$ cat src/rtl/alu_result_collector.sv
// alu_result_collector: first-word-fall-through FIFO for ALU results.
// Each entry stores the result, its opcode, and zero/overflow flags that are
// computed when the entry is pushed. A sticky flag records whether any
// overflowing entry has been accepted since reset or since the last clr.
//
// Handshake: a push happens on a rising edge where in_valid && in_ready, and
// a pop happens on a rising edge where out_valid && out_ready. in_ready
// depends only on occupancy, never on out_ready, so a full FIFO refuses a
// push even when the head is popped on the same edge. out_ready is ignored
// while out_valid is low, and in_result/in_opsel are ignored without a push.
module alu_result_collector #(
   parameter int WIDTH     = 8,
   parameter int MUL_WIDTH = 16,
   parameter int DEPTH     = 4
) (
   input  logic                     clk,
   input  logic                     rst_n,
   input  logic                     in_valid,
   output logic                     in_ready,
   input  logic [MUL_WIDTH-1:0]     in_result,
   input  logic [3:0]               in_opsel,
   input  logic                     clr,
   output logic                     out_valid,
   input  logic                     out_ready,
   output logic [MUL_WIDTH-1:0]     out_result,
   output logic [3:0]               out_opsel,
   output logic                     out_zero,
   output logic                     out_ovf,
   output logic                     ovf_sticky,
   output logic [$clog2(DEPTH):0]   count
);

   localparam int AW = $clog2(DEPTH);
   localparam logic [AW:0]   FULL_CNT = (AW+1)'(DEPTH);
   localparam logic [AW:0]   CNT_ONE  = (AW+1)'(1);
   localparam logic [AW-1:0] PTR_ONE  = AW'(1);

   // Entry storage; contents are only meaningful below the occupancy count.
   logic [MUL_WIDTH-1:0] mem_result [DEPTH];
   logic [3:0]           mem_opsel  [DEPTH];
   logic                 mem_zero   [DEPTH];
   logic                 mem_ovf    [DEPTH];

   logic [AW-1:0] wr_ptr;
   logic [AW-1:0] rd_ptr;
   logic [AW:0]   count_q;

   logic push;
   logic pop;
   logic in_zero;
   logic in_ovf_op;
   logic in_ovf;
   logic [MUL_WIDTH-WIDTH-1:0] in_upper;

   // Full and empty come from the occupancy count, not from pointer compares.
   assign in_ready  = (count_q != FULL_CNT);
   assign out_valid = (count_q != '0);
   assign push      = in_valid && in_ready;
   assign pop       = out_valid && out_ready;
   assign count     = count_q;

   // Flags for the incoming entry. Only add, sub and shift-left can overflow
   // the operand width; multiply legitimately produces a full-width result.
   assign in_upper  = in_result[MUL_WIDTH-1:WIDTH];
   assign in_zero   = (in_result == '0);
   assign in_ovf_op = (in_opsel == 4'd0) || (in_opsel == 4'd1) || (in_opsel == 4'd4);
   assign in_ovf    = in_ovf_op && (in_upper != '0);

   // Head entry is read straight from storage; data outputs are forced to 0
   // when there is no valid head.
   assign out_result = out_valid ? mem_result[rd_ptr] : '0;
   assign out_opsel  = out_valid ? mem_opsel[rd_ptr]  : '0;
   assign out_zero   = out_valid ? mem_zero[rd_ptr]   : 1'b0;
   assign out_ovf    = out_valid ? mem_ovf[rd_ptr]    : 1'b0;

   // Write the pushed entry and its flags into the slot at the write pointer.
   always_ff @(posedge clk) begin
      if (push) begin
         mem_result[wr_ptr] <= in_result;
         mem_opsel[wr_ptr]  <= in_opsel;
         mem_zero[wr_ptr]   <= in_zero;
         mem_ovf[wr_ptr]    <= in_ovf;
      end
   end

   // Pointer and occupancy update; pointers wrap naturally at DEPTH.
   always_ff @(posedge clk or negedge rst_n) begin
      if (!rst_n) begin
         wr_ptr  <= '0;
         rd_ptr  <= '0;
         count_q <= '0;
      end else begin
         if (push) wr_ptr <= wr_ptr + PTR_ONE;
         if (pop)  rd_ptr <= rd_ptr + PTR_ONE;
         case ({push, pop})
            2'b10:   count_q <= count_q + CNT_ONE;
            2'b01:   count_q <= count_q - CNT_ONE;
            default: count_q <= count_q;
         endcase
      end
   end

   // Sticky overflow: a push carrying ovf takes priority over a same-edge clr.
   always_ff @(posedge clk or negedge rst_n) begin
      if (!rst_n) begin
         ovf_sticky <= 1'b0;
      end else if (push && in_ovf) begin
         ovf_sticky <= 1'b1;
      end else if (clr) begin
         ovf_sticky <= 1'b0;
      end
   end

endmodule

$ cat config.mk
export PLATFORM = sky130hd
export DESIGN_NAME = alu_result_collector
export DESIGN_NICKNAME = d
export VERILOG_FILES = /design/src/rtl/alu_result_collector.sv
export SDC_FILE = /design/constraint.sdc
export NUM_CORES = 1
export LEC_CHECK = 0
export CAP_MARGIN = 20
export CORE_MARGIN = 5
export CORE_UTILIZATION = 58
export CTS_CLUSTER_DIAMETER = 150
export DETAILED_ROUTE_END_ITERATION = 10
export HOLD_SLACK_MARGIN = 0.02
export PLACE_DENSITY = 0.88
export SYNTH_ARGS = -nofsm -noshare
export SYNTH_HDL_FRONTEND = slang
export SYNTH_SLANG_ARGS = --single-unit
$ cat constraint.sdc
create_clock -name clk -period 4.27 [get_ports clk]
set_clock_uncertainty 0.2 [all_clocks]
set_input_delay 0.854 -clock clk [delete_from_list [all_inputs] [get_ports clk]]
set_output_delay 0.854 -clock clk [all_outputs]
set_load 0.01 [all_outputs]
# [Word-level counts from Yosys, hierarchy flattened]
# Memory sizes are Yosys's and may differ from the RTL's.
# Cells that the tools add are included.
[totals] ff_bits=8 ram_bits=88 wordCells=38 memories=4
[mem_list] memory="mem_result" depth=4 width=16 rd=1 rd_clocked_by_memory_dff=0 wr=1 line_no="39" rtl="logic [MUL_WIDTH-1:0] mem_result [DEPTH];"
[mem_list] memory="mem_opsel" depth=4 width=4 rd=1 rd_clocked_by_memory_dff=0 wr=1 line_no="40" rtl="logic [3:0] mem_opsel [DEPTH];"
[mem_list] memory="mem_ovf" depth=4 width=1 rd=1 rd_clocked_by_memory_dff=0 wr=1 line_no="42" rtl="logic mem_ovf [DEPTH];"
[mem_list] memory="mem_zero" depth=4 width=1 rd=1 rd_clocked_by_memory_dff=0 wr=1 line_no="41" rtl="logic mem_zero [DEPTH];"
[op_classes] n_addsub=4 n_eq_ne=5 muxes=9 reduce_logical=12
[op_table] operator="16-bit zero test" count=1
[op_table] operator="16-bit 2-to-1 mux" count=1
[op_table] operator="8-bit nonzero test" count=1
[op_table] operator="1-bit 2-to-1 mux" count=6
[op_table] operator="3-bit one-hot mux with 2 select lines" count=1
[op_table] operator="2-bit by 1-bit adder with 2-bit output, second input constant" count=2
[op_table] operator="4-bit by 1-bit equality test with 1-bit output, second input constant" count=1
[op_table] operator="4-bit by 3-bit equality test with 1-bit output, second input constant" count=1
[op_table] operator="1-bit logical AND" count=4
[op_table] operator="4-bit zero test" count=1
[op_table] operator="4-bit 2-to-1 mux" count=1
[op_table] operator="2-bit nonzero test" count=2
[op_table] operator="3-bit by 1-bit adder with 3-bit output, second input constant" count=1
[op_table] operator="3-bit inequality test, second input constant" count=1
[op_table] operator="3-bit nonzero test" count=1
[op_table] operator="3-bit by 1-bit subtractor with 3-bit output, second input constant" count=1
[op_table] operator="2-bit by 1-bit equality test with 1-bit output, second input constant" count=1
[op_table] operator="2-bit equality test, second input constant" count=1
[op_table] operator="1-bit logical OR" count=2

# [Longest topological paths before layout]
[logic_depth] word_depth=6 ltp_mapped=9

# [Least setup slack after synthesis]
# OpenSTA, ideal clock, no wires.
[synth_timing] path_kind="register to register" from="register count_q[0], in the netlist count[0]" to="register count_q[2], in the netlist count[2]" arrival_time_ns=2.087 required_time_ns=3.991 setup_slack_ns=1.903 path_stages_with_launch=10 n_path_buf=0 cell_sequence="dfrtp_1 or3b_4 and2_4 inv_1 ha_1 inv_1 fa_1 xor2_1 nor2_1 xor2_1"
[synth_between] elab_chain_cells=4 elab_cells_between_ends=10
[synth_rtl] item="start: declaration" line_no="46" rtl="logic [AW:0] count_q;"
[synth_rtl] item="start signal: assignment" line_no="96" rtl="2'b10: count_q <= count_q + CNT_ONE;"
[synth_rtl] item="start signal: assignment" line_no="97" rtl="2'b01: count_q <= count_q - CNT_ONE;"
[synth_rtl] item="start signal: assignment" line_no="98" rtl="default: count_q <= count_q;"
[synth_rtl] item="3-bit inequality test (*)" line_no="56" rtl="assign in_ready = (count_q != FULL_CNT);"
[synth_rtl] item="named net in_ready" line_no="19" rtl="output logic in_ready,"
[synth_rtl] item="1-bit logical AND (*)" line_no="58" rtl="assign push = in_valid && in_ready;"
[synth_rtl] item="2-bit by 1-bit equality test with 1-bit output or 2-bit equality test (tied branches)" line_no="95" rtl="case ({push, pop})"
[synth_rtl] item="3-bit one-hot mux with 2 select lines or 2-bit nonzero test (tied branches)"
# The timed path passes the listed nets; every way through them passes the cells marked *.
# A chain may end at the register's enable or synchronous reset.

# [Worst setup path after layout]
[layout_timing] from="register rd_ptr[0]" to="output port out_result[15]"
[layout_between] elab_chain_cells=2
[layout_rtl] item="start: declaration" line_no="45" rtl="logic [AW-1:0] rd_ptr;"
[layout_rtl] item="start signal: assignment" line_no="94" rtl="if (pop) rd_ptr <= rd_ptr + PTR_ONE;"
[layout_rtl] item="memory 4 x 16 bit"
[layout_rtl] item="16-bit 2-to-1 mux" line_no="71" rtl="assign out_result = out_valid ? mem_result[rd_ptr] : '0;"
[layout_rtl] item="end: declaration" line_no="25" rtl="output logic [MUL_WIDTH-1:0] out_result,"
# Every way passes these cells.

==> results.md <==
- Final wirelength: about 6800 um
- Post-synthesis cell type count: 25
- Worst R2R End: count[2]$_DFFE_PN0P_
- Number of synthesized flops with an enable pin: 88
- Place WS: approximately 1.0 ns
- Power Density: 696.3 nW/um2
- Vias in the first global route: 2164
- Routed WL per cell: 20.89 um
- Die X-Extent: about 91 um
- Unrepaired setup endpoints after global routing: false
- Switch Pwr: a little over 900 uW
- Via-to-Cell Ratio: about 5.8
- Maxcap violations: 0
- R2r setup slk: 1.59 ns
- Worst hold path class: register to register
- Worst-margin pin slew: 0.7549 ns
- Mux cell area share after synthesis: between 10% and 20%
- ANT nets after route: 0
- Max Clock Freq: between 0.2 and 0.3 GHz
- # Post-CTS Setup Buffers: 0
- Period utilization: a little over four fifths
- Final Hold Viols: 0
- CTS tree: built
- NumNets Final: between 200 and 300
- # fillers: roughly 370
- Dpl cell area: between 4000 and 5000 um2
- Final instance area: roughly 4700 um2
- Synth area leader: edfxtp_1
- DP HPWL: 4379 um
- Height of the die: just over 90 um
- Rows: 29
- Synthesized instance count: around 190
- Clock-pin slew on the worst setup and hold paths: about 0.090 ns
- First-pass iteration count of the detailed router: 4
- Crit. End Element: output pin
- Hold depth: 1
- Status: complete, no violations
- WS Path Type: register to output pin
- Syn avg cell area: slightly above 20 um2
- WP data required: 3.22 ns
- Sink Count: 96
- Finished Core Util: between 70% and 80%
- Post-route insts no fill: between 300 and 400
- Post-Synth Adder-Cell Area: 2.148%
- Syn_nets: around 220
- Vias: approximately 1900
- Worst Path Arrival: roughly 2.5 ns
- Final worst slack: around 0.67 ns
- Yosys warns: 0
- Reg2reg start: count[0]$_DFFE_PN0P_
- Crit path from: rd_ptr[0]$_DFFE_PN0P_
- Xor and xnor fraction of the mapped netlist area: under 10%
- Register area share after synthesis: between 70% and 80%
- Clk root buf: clkbuf_8
- Max Slew Vio Count: 0
- Post-route setup TNS: 0 ns
- Clock Tree Buf Depth: 2
- Inserted Clock Buffers: 9
- Post-Synth Simple-Gate Area: under 10%
- Layout area overhead: 21.35%
- P_int: 2.315 mW
- Total congestion overflow: 0
- Later-pin clock latency in the skew report: about 0.35 ns
- Tot Pwr: ~3.2 mW
- Post-cts repair resize count: 0
- Remaining routing DRC violations: 0
- Net Sw Frac: 28.72%
- Port buffer count: between 50 and 60
- Async SR Flop Fraction: between 8 and 9%
- Hold Slack: approximately 0.32 ns
- Global-route usage over all layers: between 10% and 20%
- Compound-Gate Fraction of Synth Area: less than 1%
- Seq pwr share: just over 40%
- Clk pwr share: approximately 20%
- Setup violations, final: 0
- Synth area leaders: edfxtp_1 69%, mux4_2 13%, dfrtp_1 5.2%
- Initial drt markers: ~140
- Top cell type's share of synthesized area: between 60% and 70%
- Largest net degree at the start of global routing: 26
- N_diodes: 0
- Die ar.: 8355 um2
- Peak ir drop on the vdd network: ~0.53 mV
- Top FF cell, synth: edfxtp_1
- Critical path launch point type: register
- Inst Count DP: 311
- Placer Congestion: approximately 0.70
- Slew headroom: around half
- Core area: about 6400 um2
- Flops & latches, synth: 96
- H-tree Lvls: 3
- First-pass GRT wire length: 11360 um
- Largest family of logic cells by synthesized area: multiplexers
- Worst Setup EP: out_result[15]
- Initial antenna violation count: 0
- IO Pins: 53
- Share of cells above drive strength 1: a little under a fifth
- Synth Cell Area: about 3800 um2
- FF-to-FF path depth: 8
- Fin crit period: around 3.6 ns
- Worst Path Max Fanout: 15
- LEAKAGE: around 1.6 nW
- Hold_buf cts: 0
- Initial Utilization: about 60%
- Logic pwr share: 38.3%
[synth_stat cells, types with 2 or more instances]
cell      instances
and2_1           23
buf_6             3
buf_2             2
inv_1             7
edfxtp_1         88
nor2_1            3
xor2_1            3
xnor2_1           3
and3_2            4
mux4_2           22
ha_1              5
dfrtp_1           8
clkbuf_1          2
nor4_1            2
or4_1             2
[routing by layer]
layer / vias up / track usage [%] / wire (um)
li1: 853 / - / -
met1: 961 / 22.77 / 2787
met2: 55 / 29.71 / 3576
met3: 12 / 4.711 / 346
met4: 0 / 6.724 / 120
met5: - / 0 / 0
[power groups by stage]
stage | clock network (mW) | logic, mW | registers [mW]
after CTS | 0.664 | 1.27 | 1.35
after global placement | 0 | 1.24 | 1.36
after detailed placement | 0 | 1.26 | 1.37
after global routing | 0.711 | 1.35 | 1.37
final | 0.656 | 1.24 | 1.35
after floorplan | 0 | 0.761 | 1.32
[cell type report]
type                    count  area, um2  area share, %
clock inverters             6      90.09          1.931
well taps                  77      96.34          2.065
flip-flops and latches     96       2843          60.94
inverters                   7      26.28         0.5633
clock buffers              10      137.6          2.951
repair buffers             54      548.0          11.75
multi-input cells          77      923.4          19.80
[kinds of logic (layout without fill, tap and decap cells)]
kind of cell / Yosys count / after routing
muxes: 24 / 24
AOI/OAI and AO/OA: 2 / 2
buffers and inverters: 14 / 77
DFF: 96 / 96
adders and majority gates: 6 / 6
xor gates and xnor gates: 6 / 6
and+or+nand+nor: 39 / 39
[flip-flops by register name, indices dropped and copies added, names as in the netlist]
register / cells
mem_result: 64
wr_ptr: 2
ovf_sticky: 1
mem_opsel: 16
rd_ptr: 2
mem_ovf: 4
count: 3
mem_zero: 4
[layout by cell type (no fill, tap or decap), types with 2 or more instances in the layout]
cell type,instances
and2_1,23
clkbuf_8,10
nor2_1,3
dfrtp_1,8
ha_1,5
xnor2_1,3
xor2_1,3
and3_2,4
mux4_2,22
nor4_1,2
inv_1,7
or4_1,2
bufinv_16,2
clkdlybuf4s50_1,52
edfxtp_1,88
[worst min path at each step]
stage	slack [ns]	to	startpoint
2_1_floorplan	0.33	count[2]$_DFFE_PN0P_	count[2]$_DFFE_PN0P_
3_3_place_gp	0.30	count[2]$_DFFE_PN0P_	count[2]$_DFFE_PN0P_
3_5_place_dp	0.30	count[2]$_DFFE_PN0P_	count[2]$_DFFE_PN0P_
4_1_cts	0.32	count[2]$_DFFE_PN0P_	count[2]$_DFFE_PN0P_
5_1_grt	0.37	count[2]$_DFFE_PN0P_	count[2]$_DFFE_PN0P_
6_report	0.32	count[2]$_DFFE_PN0P_	count[2]$_DFFE_PN0P_
[worst max-delay path, cell delays in order (launching register included)]
cell and delay [ns]:
dfrtp_1 0.76, buf_12 0.26, mux4_2 0.53, and2_1 0.17, clkdlybuf4s50_1 0.47
No activity file was read; power rests on OpenSTA's default activity.
